File: config.mk
export PLATFORM = sky130hd
export DESIGN_NAME = uart_8n1_rx_controller
export DESIGN_NICKNAME = d
export VERILOG_FILES = /design/src/rtl/uart_8n1_rx_controller_pkg.sv /design/src/rtl/uart_byte_fifo.sv /design/src/rtl/uart_8n1_rx_controller.sv
export SDC_FILE = /design/constraint.sdc
export NUM_CORES = 1
export LEC_CHECK = 0
export CAP_MARGIN = 20
export CORE_MARGIN = 5
export CORE_UTILIZATION = 45
export CTS_BUF_LIST = sky130_fd_sc_hd__clkbuf_4
export DETAILED_ROUTE_END_ITERATION = 16
export PLACE_DENSITY = 0.75
export SYNTH_ARGS = -nofsm -noshare
export SYNTH_HDL_FRONTEND = slang
export SYNTH_HIERARCHICAL = 1
export SYNTH_SLANG_ARGS = --single-unit
File: constraint.sdc
create_clock -name clk_baud_16x -period 2.9 [get_ports clk_baud_16x]
set_input_delay 0.29 -clock clk_baud_16x [delete_from_list [all_inputs] [get_ports clk_baud_16x]]
set_output_delay 0.29 -clock clk_baud_16x [all_outputs]
set_load 0.005 [all_outputs]
File: src/rtl/uart_8n1_rx_controller_pkg.sv
// Shared types and constants for the UART 8N1 receive controller.
//   state_e                 : controller FSM encoding (2 bits)
//   DATA_W                  : byte width carried through the FIFO
//   UART_IDLE_TICKS_DEFAULT : idle-high clocks required after an error frame
package uart_8n1_rx_controller_pkg;

  localparam int unsigned DATA_W                  = 8;
  localparam int unsigned UART_IDLE_TICKS_DEFAULT = 160;

  typedef enum logic [1:0] {
    ST_IDLE    = 2'd0,
    ST_ARM     = 2'd1,
    ST_RECV    = 2'd2,
    ST_HOLDOFF = 2'd3
  } state_e;

endpackage

File: src/rtl/uart_byte_fifo.sv
// Show-ahead byte FIFO.
//   clk, rst_n  : clock, async active-low reset
//   push, din   : write request and data (ignored when full unless a pop happens too)
//   pop         : read request (ignored when empty)
//   dout        : head entry, 0 when empty
//   full, empty : occupancy flags
//   level       : current occupancy
module uart_byte_fifo
  import uart_8n1_rx_controller_pkg::*;
#(
  parameter int unsigned DEPTH = 4
) (
  input  logic                     clk,
  input  logic                     rst_n,
  input  logic                     push,
  input  logic                     pop,
  input  logic [DATA_W-1:0]        din,
  output logic [DATA_W-1:0]        dout,
  output logic                     full,
  output logic                     empty,
  output logic [$clog2(DEPTH):0]   level
);

  localparam int unsigned PTR_W = $clog2(DEPTH);
  localparam int unsigned LVL_W = PTR_W + 1;

  logic [DATA_W-1:0] mem [DEPTH];
  logic [PTR_W-1:0]  wr_ptr;
  logic [PTR_W-1:0]  rd_ptr;
  logic              do_push;
  logic              do_pop;

  // A pop frees the slot, so a push into a full FIFO is allowed in the same cycle.
  assign do_pop  = pop && !empty;
  assign do_push = push && (!full || do_pop);

  assign full  = (level == LVL_W'(DEPTH));
  assign empty = (level == '0);
  assign dout  = empty ? '0 : mem[rd_ptr];

  // Storage array
  always_ff @(posedge clk) begin
    if (do_push) begin
      mem[wr_ptr] <= din;
    end
  end

  // Pointers wrap naturally at the power-of-2 depth
  always_ff @(posedge clk or negedge rst_n) begin
    if (!rst_n) begin
      wr_ptr <= '0;
      rd_ptr <= '0;
      level  <= '0;
    end else begin
      if (do_push) wr_ptr <= wr_ptr + PTR_W'(1);
      if (do_pop)  rd_ptr <= rd_ptr + PTR_W'(1);
      case ({do_push, do_pop})
        2'b10:   level <= level + LVL_W'(1);
        2'b01:   level <= level - LVL_W'(1);
        default: level <= level;
      endcase
    end
  end

endmodule

File: src/rtl/uart_8n1_rx_controller.sv
// Sequencer for a uart_8n1_receiver: re-arms it after every frame, buffers good
// bytes in a FIFO with a valid/ready consumer port, and holds off after an error
// frame until rx has been idle-high for IDLE_TICKS clocks.
//   clk_baud_16x, reset_n           : 16x baud clock, async active-low reset
//   enable                          : keep receiving; 0 stops after the current frame
//   rx                              : raw line, synchronised, used only for hold-off
//   recv_read / recv_busy /
//   recv_error / recv_data          : receiver handshake
//   out_data / out_valid / out_ready: show-ahead consumer port
//   fifo_level                      : FIFO occupancy
//   err_count, overflow,
//   status_clear                    : saturating error count, sticky drop flag, clear
module uart_8n1_rx_controller
  import uart_8n1_rx_controller_pkg::*;
#(
  parameter int unsigned DEPTH      = 4,
  parameter int unsigned IDLE_TICKS = UART_IDLE_TICKS_DEFAULT
) (
  input  logic                   clk_baud_16x,
  input  logic                   reset_n,
  input  logic                   enable,
  input  logic                   rx,
  output logic                   recv_read,
  input  logic                   recv_busy,
  input  logic                   recv_error,
  input  logic [DATA_W-1:0]      recv_data,
  output logic [DATA_W-1:0]      out_data,
  output logic                   out_valid,
  input  logic                   out_ready,
  output logic [$clog2(DEPTH):0] fifo_level,
  output logic [7:0]             err_count,
  output logic                   overflow,
  input  logic                   status_clear
);

  localparam int unsigned CNT_W = $clog2(IDLE_TICKS);

  state_e           state;
  state_e           state_nxt;
  logic             rx_meta;
  logic             rx_s;
  logic [CNT_W-1:0] hcnt;
  logic             holdoff_done;
  logic             frame_end;
  logic             good_frame;
  logic             fifo_full;
  logic             fifo_empty;
  logic             push;
  logic             pop;

  assign frame_end    = (state == ST_RECV) && !recv_busy;
  assign good_frame   = frame_end && !recv_error;
  assign pop          = !fifo_empty && out_ready;
  assign push         = good_frame && (!fifo_full || pop);
  assign holdoff_done = (state == ST_HOLDOFF) && rx_s && (hcnt == CNT_W'(IDLE_TICKS - 1));
  assign out_valid    = !fifo_empty;

  uart_byte_fifo #(.DEPTH(DEPTH)) u_fifo (
    .clk   (clk_baud_16x),
    .rst_n (reset_n),
    .push  (push),
    .pop   (pop),
    .din   (recv_data),
    .dout  (out_data),
    .full  (fifo_full),
    .empty (fifo_empty),
    .level (fifo_level)
  );

  // Next-state logic
  always_comb begin
    state_nxt = state;
    case (state)
      ST_IDLE:    if (enable) state_nxt = ST_ARM;
      ST_ARM:     if (recv_busy) state_nxt = ST_RECV;
      ST_RECV: begin
        if (!recv_busy) begin
          if (recv_error)  state_nxt = ST_HOLDOFF;
          else if (enable) state_nxt = ST_ARM;
          else             state_nxt = ST_IDLE;
        end
      end
      ST_HOLDOFF: if (holdoff_done) state_nxt = enable ? ST_ARM : ST_IDLE;
      default:    state_nxt = ST_IDLE;
    endcase
  end

  // State register; recv_read is registered from the next state so it tracks ARM exactly
  always_ff @(posedge clk_baud_16x or negedge reset_n) begin
    if (!reset_n) begin
      state     <= ST_IDLE;
      recv_read <= 1'b0;
    end else begin
      state     <= state_nxt;
      recv_read <= (state_nxt == ST_ARM);
    end
  end

  // Two-flop rx synchroniser, reset to the idle-high line level
  always_ff @(posedge clk_baud_16x or negedge reset_n) begin
    if (!reset_n) begin
      rx_meta <= 1'b1;
      rx_s    <= 1'b1;
    end else begin
      rx_meta <= rx;
      rx_s    <= rx_meta;
    end
  end

  // Consecutive idle-high counter, only live in HOLDOFF
  always_ff @(posedge clk_baud_16x or negedge reset_n) begin
    if (!reset_n) begin
      hcnt <= '0;
    end else if (state != ST_HOLDOFF || !rx_s || holdoff_done) begin
      hcnt <= '0;
    end else begin
      hcnt <= hcnt + CNT_W'(1);
    end
  end

  // Status: clear has priority over a same-cycle increment or set
  always_ff @(posedge clk_baud_16x or negedge reset_n) begin
    if (!reset_n) begin
      err_count <= '0;
      overflow  <= 1'b0;
    end else if (status_clear) begin
      err_count <= '0;
      overflow  <= 1'b0;
    end else begin
      if (frame_end && recv_error && err_count != 8'hff) err_count <= err_count + 8'd1;
      if (good_frame && fifo_full && !pop)                overflow  <= 1'b1;
    end
  end

endmodule

==> key figures, run 1 <==
Run status
  – Status: completed

CTS
  – Clock latency on the worst-skew pair: 410 ps
  – Clock root cell: clkbuf_4
  – CTS buffer count: 9
  – Clock transition at path regs: 110 ps
  – Post-CTS Setup Inserts: 0
  – CTS sink count: 61
  – Post-CTS sizing: 0
  – H-tree depth: 3
  – Post-CTS Hold Buffers: 0
  – Clock tree from TritonCTS: done
  – Max Buffers Root-to-Sink: 2

Logic synthesis
  – Syn avg cell area: 13.11 um2
  – Synth warn: 6
  – Most common cell in the synthesized netlist: edfxtp_1
  – Post-synthesis sequential area ratio: 0.5579
  – Most frequent cells after synthesis: edfxtp_1, dfrtp_1, nor2_1
  – Synth area leaders: edfxtp_1, dfrtp_1, mux4_2, ha_1, nor2_1
  – Ys async rst share: 0.4754
  – Synth area leader: edfxtp_1
  – Post-Syn Instances: 231
  – Cell Area, Synth: 3028 um2
  – Number of flops mapped to enable cells by yosys: 32
  – Synth cell types: 61
  – Synth Flop Type: edfxtp_1
  – Top cell type's share of synthesized area: 0.3174
  – Post-Syn Nets: 254
  – Seq cells post-synth: 61

Finish
  – Fillers: 515
  – FF+latch area: 1689 um2
  – Synthesis-to-layout area growth: 20.58%
  – Area of the multi-input gates: 1225 um2
  – # diodes: 0
  – Layout cells sized above 1: 0.1937
  – Final net count: 302

STA
  – Endpoints failing setup: 0
  – Period utilisation layout: 0.8945
  – Endpoints failing hold: 0
  – Clk_skew: 10.38 ps
  – F_max: 385.5 MHz
  – Tightest Pin Transition: 439.6 ps
  – Slew HR: 0.6994
  – Setup TNS: 0 ps
  – RSZ-0062 raised after global routing: false
  – Setup slack after layout: 305.8 ps
  – Worst Hold Slack: 253.1 ps
  – Post-layout min period: 2594 ps
  – Slew Viols, Final: 0

Worst setup path
  – CP Launch Type: flop
  – Worst R2R Start: u_fifo/level[0]
  – CP required: 3230 ps
  – Internal reg-to-reg setup slack: 310 ps
  – Worst Setup Path Type: flop to flop
  – CP Max Fanout: 7
  – Worst Setup End Kind: flop
  – Worst Path Arrival: 2920 ps
  – Reg2reg end: u_fifo/level[1]
  – Reg2Reg Depth: 11

Detailed routing
  – Wirelength, routed: 5686 um
  – DR WL/cell: 15.75 um
  – Post-route ant nets: 0
  – Total number of vias: 1,973
  – DRC: 0
  – Avg Vias per Cell: 5.465
  – Initial drt markers: 106
  – Pre-antenna DRT Iters: 4

Die
  – Die Ht: 92.03 um
  – Cell row count: 29
  – Io pins: 38
  – Core ar.: 6459 um2
  – Die area: 8470 um2
  – Chip width: 92.03 um
  – Initial Util: 0.4688

Global routing
  – Number of global-route vias before repair: 2,035
  – First-pass GRT wire length: 9632 um
  – Tot GR Track Use: 0.1451
  – Grt ovf: 0
  – Antenna violations before repair: 0
  – Largest net degree at the start of global routing: 30

Pwr
  – Sw Pwr: 0.0008939 W
  – Clock power share: 0.219
  – Pleak: 1.366 nW
  – Pwr/cell area: 757.1 nW/um2
  – Logic pwr share: 0.370
  – Maximum VDD drop: 0.4269 mV
  – Internal power: 0.001870 W
  – Seq pwr share: 0.411
  – Net Sw Frac: 0.3234
  – Power, Total: 0.002764 W

Hold path
  – Hold Crit Class: input pin to asynchronous set/reset pin

Place
  – DP HPWL: 3900 um
  – Place WS: 288.2 ps
  – RePlAce Congestion: 0.8317
  – Count of buffers from port buffering: 37

Flow run
  – Max Cap Violations: 0
## area by class of cell
cell class | count | share of cell area
inverter | 14 | 0.01439
multi-input combinational | 146 | 0.3355
sequential | 61 | 0.4626
clock inverter | 7 | 0.02056
timing repair buffer | 47 | 0.1220
tap | 77 | 0.02639
clock buffer | 9 | 0.01851
## state kept, by name, indices dropped and copies added (netlist names), 2 cells and up
signal and cells:
u_fifo/mem 32, err_count 8, hcnt 8, u_fifo/level 3
state 2, u_fifo/rd_ptr 2, u_fifo/wr_ptr 2
## per-stage QoR
step,cells,area [um2],util
after global placement,345,3508,0.5432
after CTS,361,3651,0.5653
after floorplan,231,3028,-
after global routing,361,3651,0.5653
after detailed placement,345,3508,0.5432
final,361,3651,0.5653
## worst max path at each step
| stage | from | to | slack, ps | cells after the start |
|---|---|---|---|---|
| 2_1_floorplan | u_fifo/level[0] | u_fifo/level[1] | 110 | 13 |
| 3_3_place_gp | recv_error | u_fifo/level[1] | 340 | 9 |
| 3_5_place_dp | recv_error | u_fifo/level[1] | 290 | 9 |
| 4_1_cts | u_fifo/rd_ptr[0] | out_data[0] | 280 | 4 |
| 5_1_grt | u_fifo/level[0] | u_fifo/level[1] | 80 | 11 |
| 6_report | u_fifo/level[0] | u_fifo/level[1] | 310 | 11 |
## routing by layer
metal  global-route usage  part of all wire
met4              0.08663             0.027
met3              0.02537             0.027
met2               0.2336              0.48
met1               0.1833              0.47
met5                    0                 0
## kinds of logic (layout without fill, tap and decap cells)
logic type	after synthesis	after routing	synth area share
DFF	61	61	0.5579
and+or+nand+nor	80	80	0.1665
xor gates and xnor gates	8	8	0.02314
AOI/OAI and AO/OA	39	39	0.1083
muxes	12	12	0.07520
buffers and inverters	24	77	0.03760
adders and majority gates	7	7	0.03140
## power by group through the flow
stage,combinational [W],sequential (W),clock (W)
3_3_place_gp,0.00101,0.00115,0
3_5_place_dp,0.00102,0.00116,0
5_1_grt,0.00113,0.00116,0.000653
6_report,0.00102,0.00113,0.000606
4_1_cts,0.00103,0.00114,0.000623
2_1_floorplan,0.000659,0.00110,0
## critical path: stages, from the launching register on
cell and delay [ps]:
dfrtp_1 450, or3_2 510, inv_1 80, nor2b_1 50
nor2b_1 110, nor2_1 70, nor2b_1 200, nand2_1 100
fa_1 440, o21ba_2 240, o211ai_1 70, a22oi_1 190
## placed cells by master (no fill, tap or decap), drive strengths merged, types with 3 or more instances in the layout
cell type and n:
nand2 12, clkbuf 9, and2 14, a311oi 4
o21a 3, a21oi 3, nor2b 9, nand3 7
o211ai 4, xor2 4, buf 10, clkinv 3
nor2 18, mux4 8, o21ai 5, clkdlybuf4s50 37
ha 6, edfxtp 32, inv 15, xnor2 4
mux2 3, dfrtp 27, and3 3, a31oi 3
a41oi 3
(Power assumes the default switching activity.)
==> run 2, diff against run 1 <==
==> constraint.sdc (replaced) <==
create_clock -name clk_baud_16x -period 2.9 [get_ports clk_baud_16x]
set_input_delay 0.435 -clock clk_baud_16x [delete_from_list [all_inputs] [get_ports clk_baud_16x]]
set_output_delay 0.435 -clock clk_baud_16x [all_outputs]
set_load 0.005 [all_outputs]
==> run 2 against run 1 <==
- die area stayed put
- sequential cell count did not move
- setup slack lost 22 ps
- count of clock-buffer cells in the layout stayed put
- via count increased by 0.25%
- critical endpoint is now out_data[7]
==> key figures, run 2 (synthesis gave the netlist of run 1 again) <==
Die
  – Chip width: 92.03 um (unchanged)
  – Core ar.: 6459 um2 (unchanged)
  – Cell row count: 29 (unchanged)
  – Initial Util: 0.4688 (unchanged)
  – Io pins: 38 (unchanged)
  – Die Ht: 92.03 um (unchanged)
  – Die area: 8470 um2 (unchanged)

Worst setup path
  – CP Launch Type: flop (unchanged)
  – Worst Path Arrival: 2180 ps (was 2920 ps)
  – CP required: 2470 ps (was 3230 ps)
  – Worst Setup Path Type: flop to output pin (was flop to flop)
  – Worst Setup End Kind: output pin (was flop)
  – Worst R2R Start: u_fifo/level[0] (unchanged)
  – Reg2reg end: u_fifo/level[1] (unchanged)
  – CP cell instances: or3_2 > buf_4 > and2_1 > clkdlybuf4s50_1 (was or3_2 > inv_1 > nor2b_1 > nor2b_1 > nor2_1 > nor2b_1 > nand2_1 > fa_1 > o21ba_2 > o211ai_1 > a22oi_1)
  – Reg2Reg Depth: 11 (unchanged)
  – Worst path top cell family by delay: simple AND/OR/NAND/NOR gates (unchanged)
  – Slowest stage delay, CP: 510 ps (about the same)
  – Worst-path cell with the longest stage delay: or3_2 (unchanged)
  – CP Max Fanout: 11 (was 7)
  – Internal reg-to-reg setup slack: 310 ps (about the same)
  – Bufs and invs on worst path: 2 (was 1)

Finish
  – # diodes: 0 (unchanged)
  – Post-layout util: 0.5668 (was 0.5653)
  – Largest regs: u_fifo/mem (32), err_count (8), hcnt (8) (unchanged)
  – Fillers: 530 (was 515)
  – Most frequent cells in the layout: clkdlybuf4s50_1, edfxtp_1, dfrtp_1, nor2_1, inv_1 (unchanged)
  – Most common cell after layout, fill and taps aside: clkdlybuf4s50_1 (unchanged)
  – Largest Register: u_fifo/mem (unchanged)
  – Layout cells sized above 1: 0.2042 (was 0.1937)
  – Final cell count without fillers: 361 (unchanged)
  – Final net count: 302 (unchanged)
  – Synthesis-to-layout area growth: 20.91% (was 20.58%)
  – Number of flip-flops under the largest register name: 32 (unchanged)

STA
  – Slew Viols, Final: 0 (unchanged)
  – RSZ-0062 raised after global routing: false (unchanged)
  – Period utilisation layout: 0.9023 (was 0.8945)
  – Setup TNS: 0 ps (unchanged)
  – Clk_skew: 17.16 ps (was 10.38 ps)
  – Endpoints failing setup: 0 (unchanged)
  – Setup slack after layout: 283.4 ps (was 305.8 ps)
  – Endpoints failing hold: 0 (unchanged)
  – Tightest Pin Transition: 479.0 ps (was 439.6 ps)
  – Post-layout min period: 2617 ps (was 2594 ps)
  – Slew HR: 0.6724 (was 0.6994)
  – F_max: 382.2 MHz (was 385.5 MHz)

Global routing
  – Tot GR Track Use: 0.1492 (was 0.1451)
  – Antenna violations before repair: 0 (unchanged)
  – Largest net degree at the start of global routing: 30 (unchanged)
  – First-pass GRT wire length: 9867 um (was 9632 um)
  – Number of global-route vias before repair: 2,038 (was 2,035)
  – Grt ovf: 0 (unchanged)

CTS
  – CTS sink count: 61 (unchanged)
  – Clock latency on the worst-skew pair: 410 ps (about the same)
  – CTS buffer count: 9 (unchanged)
  – Clock transition at path regs: 110 ps (about the same)
  – Max Buffers Root-to-Sink: 2 (unchanged)
  – Clock tree from TritonCTS: done (unchanged)
  – Clock root cell: clkbuf_4 (unchanged)
  – H-tree depth: 3 (unchanged)

Detailed routing
  – Avg Vias per Cell: 5.479 (was 5.465)
  – Pre-antenna DRT Iters: 5 (was 4)
  – DRC: 0 (unchanged)
  – Wirelength, routed: 5719 um (was 5686 um)
  – Initial drt markers: 64 (was 106)
  – DR WL/cell: 15.84 um (was 15.75 um)
  – Total number of vias: 1,978 (was 1,973)
  – Post-route ant nets: 0 (unchanged)

Run status
  – Status: completed (unchanged)

Pwr
  – Pwr/cell area: 758.6 nW/um2 (was 757.1 nW/um2)
  – Pleak: 1.373 nW (was 1.366 nW)
  – Maximum VDD drop: 0.3503 mV (was 0.4269 mV)

Place
  – DP HPWL: 3935 um (was 3900 um)
  – Count of buffers from port buffering: 37 (unchanged)
  – Place WS: 132.1 ps (was 288.2 ps)
  – Placed Cells: 345 (unchanged)
  – RePlAce Congestion: 0.8185 (was 0.8317)

Hold path
  – Hold depth: 0
  – Min-delay src: rx_meta
  – Hold Crit Class: flop to flop (was input pin to asynchronous set/reset pin)
  – Hold Path Sink: rx_s

Flow run
  – Max Cap Violations: 0 (unchanged)
-- run 2: what timing repair did --
item,in CTS,in global routing
hold buffers,0,0
setup buffers,0,0
setup endpoints to repair,0,3
gates resized for setup,0,2
-- run 2: power breakdown --
part / total [W] / switching, W / internal (W) / leakage (nW)
sequential: 0.00116 / 0.000148 / 0.00101 / 0.660
combinational: 0.000997 / 0.000405 / 0.000592 / 0.636
clock: 0.000621 / 0.000348 / 0.000272 / 0.0771
-- run 2: worst max-delay path by stage --
stage / slack (ps) / startpoint / to / cells after the start
detailed placement: 130 / recv_error / u_fifo/level[1] / 9
floorplan: 110 / u_fifo/level[0] / u_fifo/level[1] / 13
finish: 280 / u_fifo/level[0] / out_data[7] / 4
global placement: 190 / recv_error / u_fifo/level[1] / 9
CTS: 100 / u_fifo/rd_ptr[0] / out_data[7] / 3
global route: 60 / u_fifo/level[0] / u_fifo/level[1] / 11
-- run 2: final cells by class --
type / count / area [um2] / share of cell area
inverter: 14 / 52.55 / 0.01435
multi-input combinational: 146 / 1227 / 0.3353
clock inverter: 7 / 81.33 / 0.02221
tap: 77 / 96.34 / 0.02632
clock buffer: 9 / 67.56 / 0.01846
timing repair buffer: 47 / 445.4 / 0.1217
sequential: 61 / 1690 / 0.4617
-- run 2: through the flow --
stage	area (um2)	total power, W	hold WS [ps]
finish	3661	0.002777	362.9
global route	3661	0.002984	366.5
CTS	3657	0.002812	365.1
detailed placement	3508	0.002182	347.9
global placement	3508	0.002147	345.5
floorplan	3028	0.001760	139.4
-- run 2: worst reg2reg max path, cell delays in order (launching register included) --
cell      delay (ps)
dfrtp_1          470
or3_2            520
inv_1             80
nor2b_1           70
nor2b_1          110
nor2_1            70
nor2b_2          150
nand2_1           80
fa_1             450
o21ba_2          240
o211ai_1          70
a22oi_1          200
-- run 2: layer usage --
layer,GRT usage,vias up,wire (um)
met5,0,-,0
met4,0.05569,0,78
met3,0.04501,6,271
met2,0.2451,43,2888
met1,0.1865,970,2481
li1,-,959,-
==> run 3, diff against run 2 <==
CTS_CLUSTER_DIAMETER = 120   (was unset)
==> results of run 3 <==
Same layout as run 2: the final DEF is identical, and so are final timing and power.
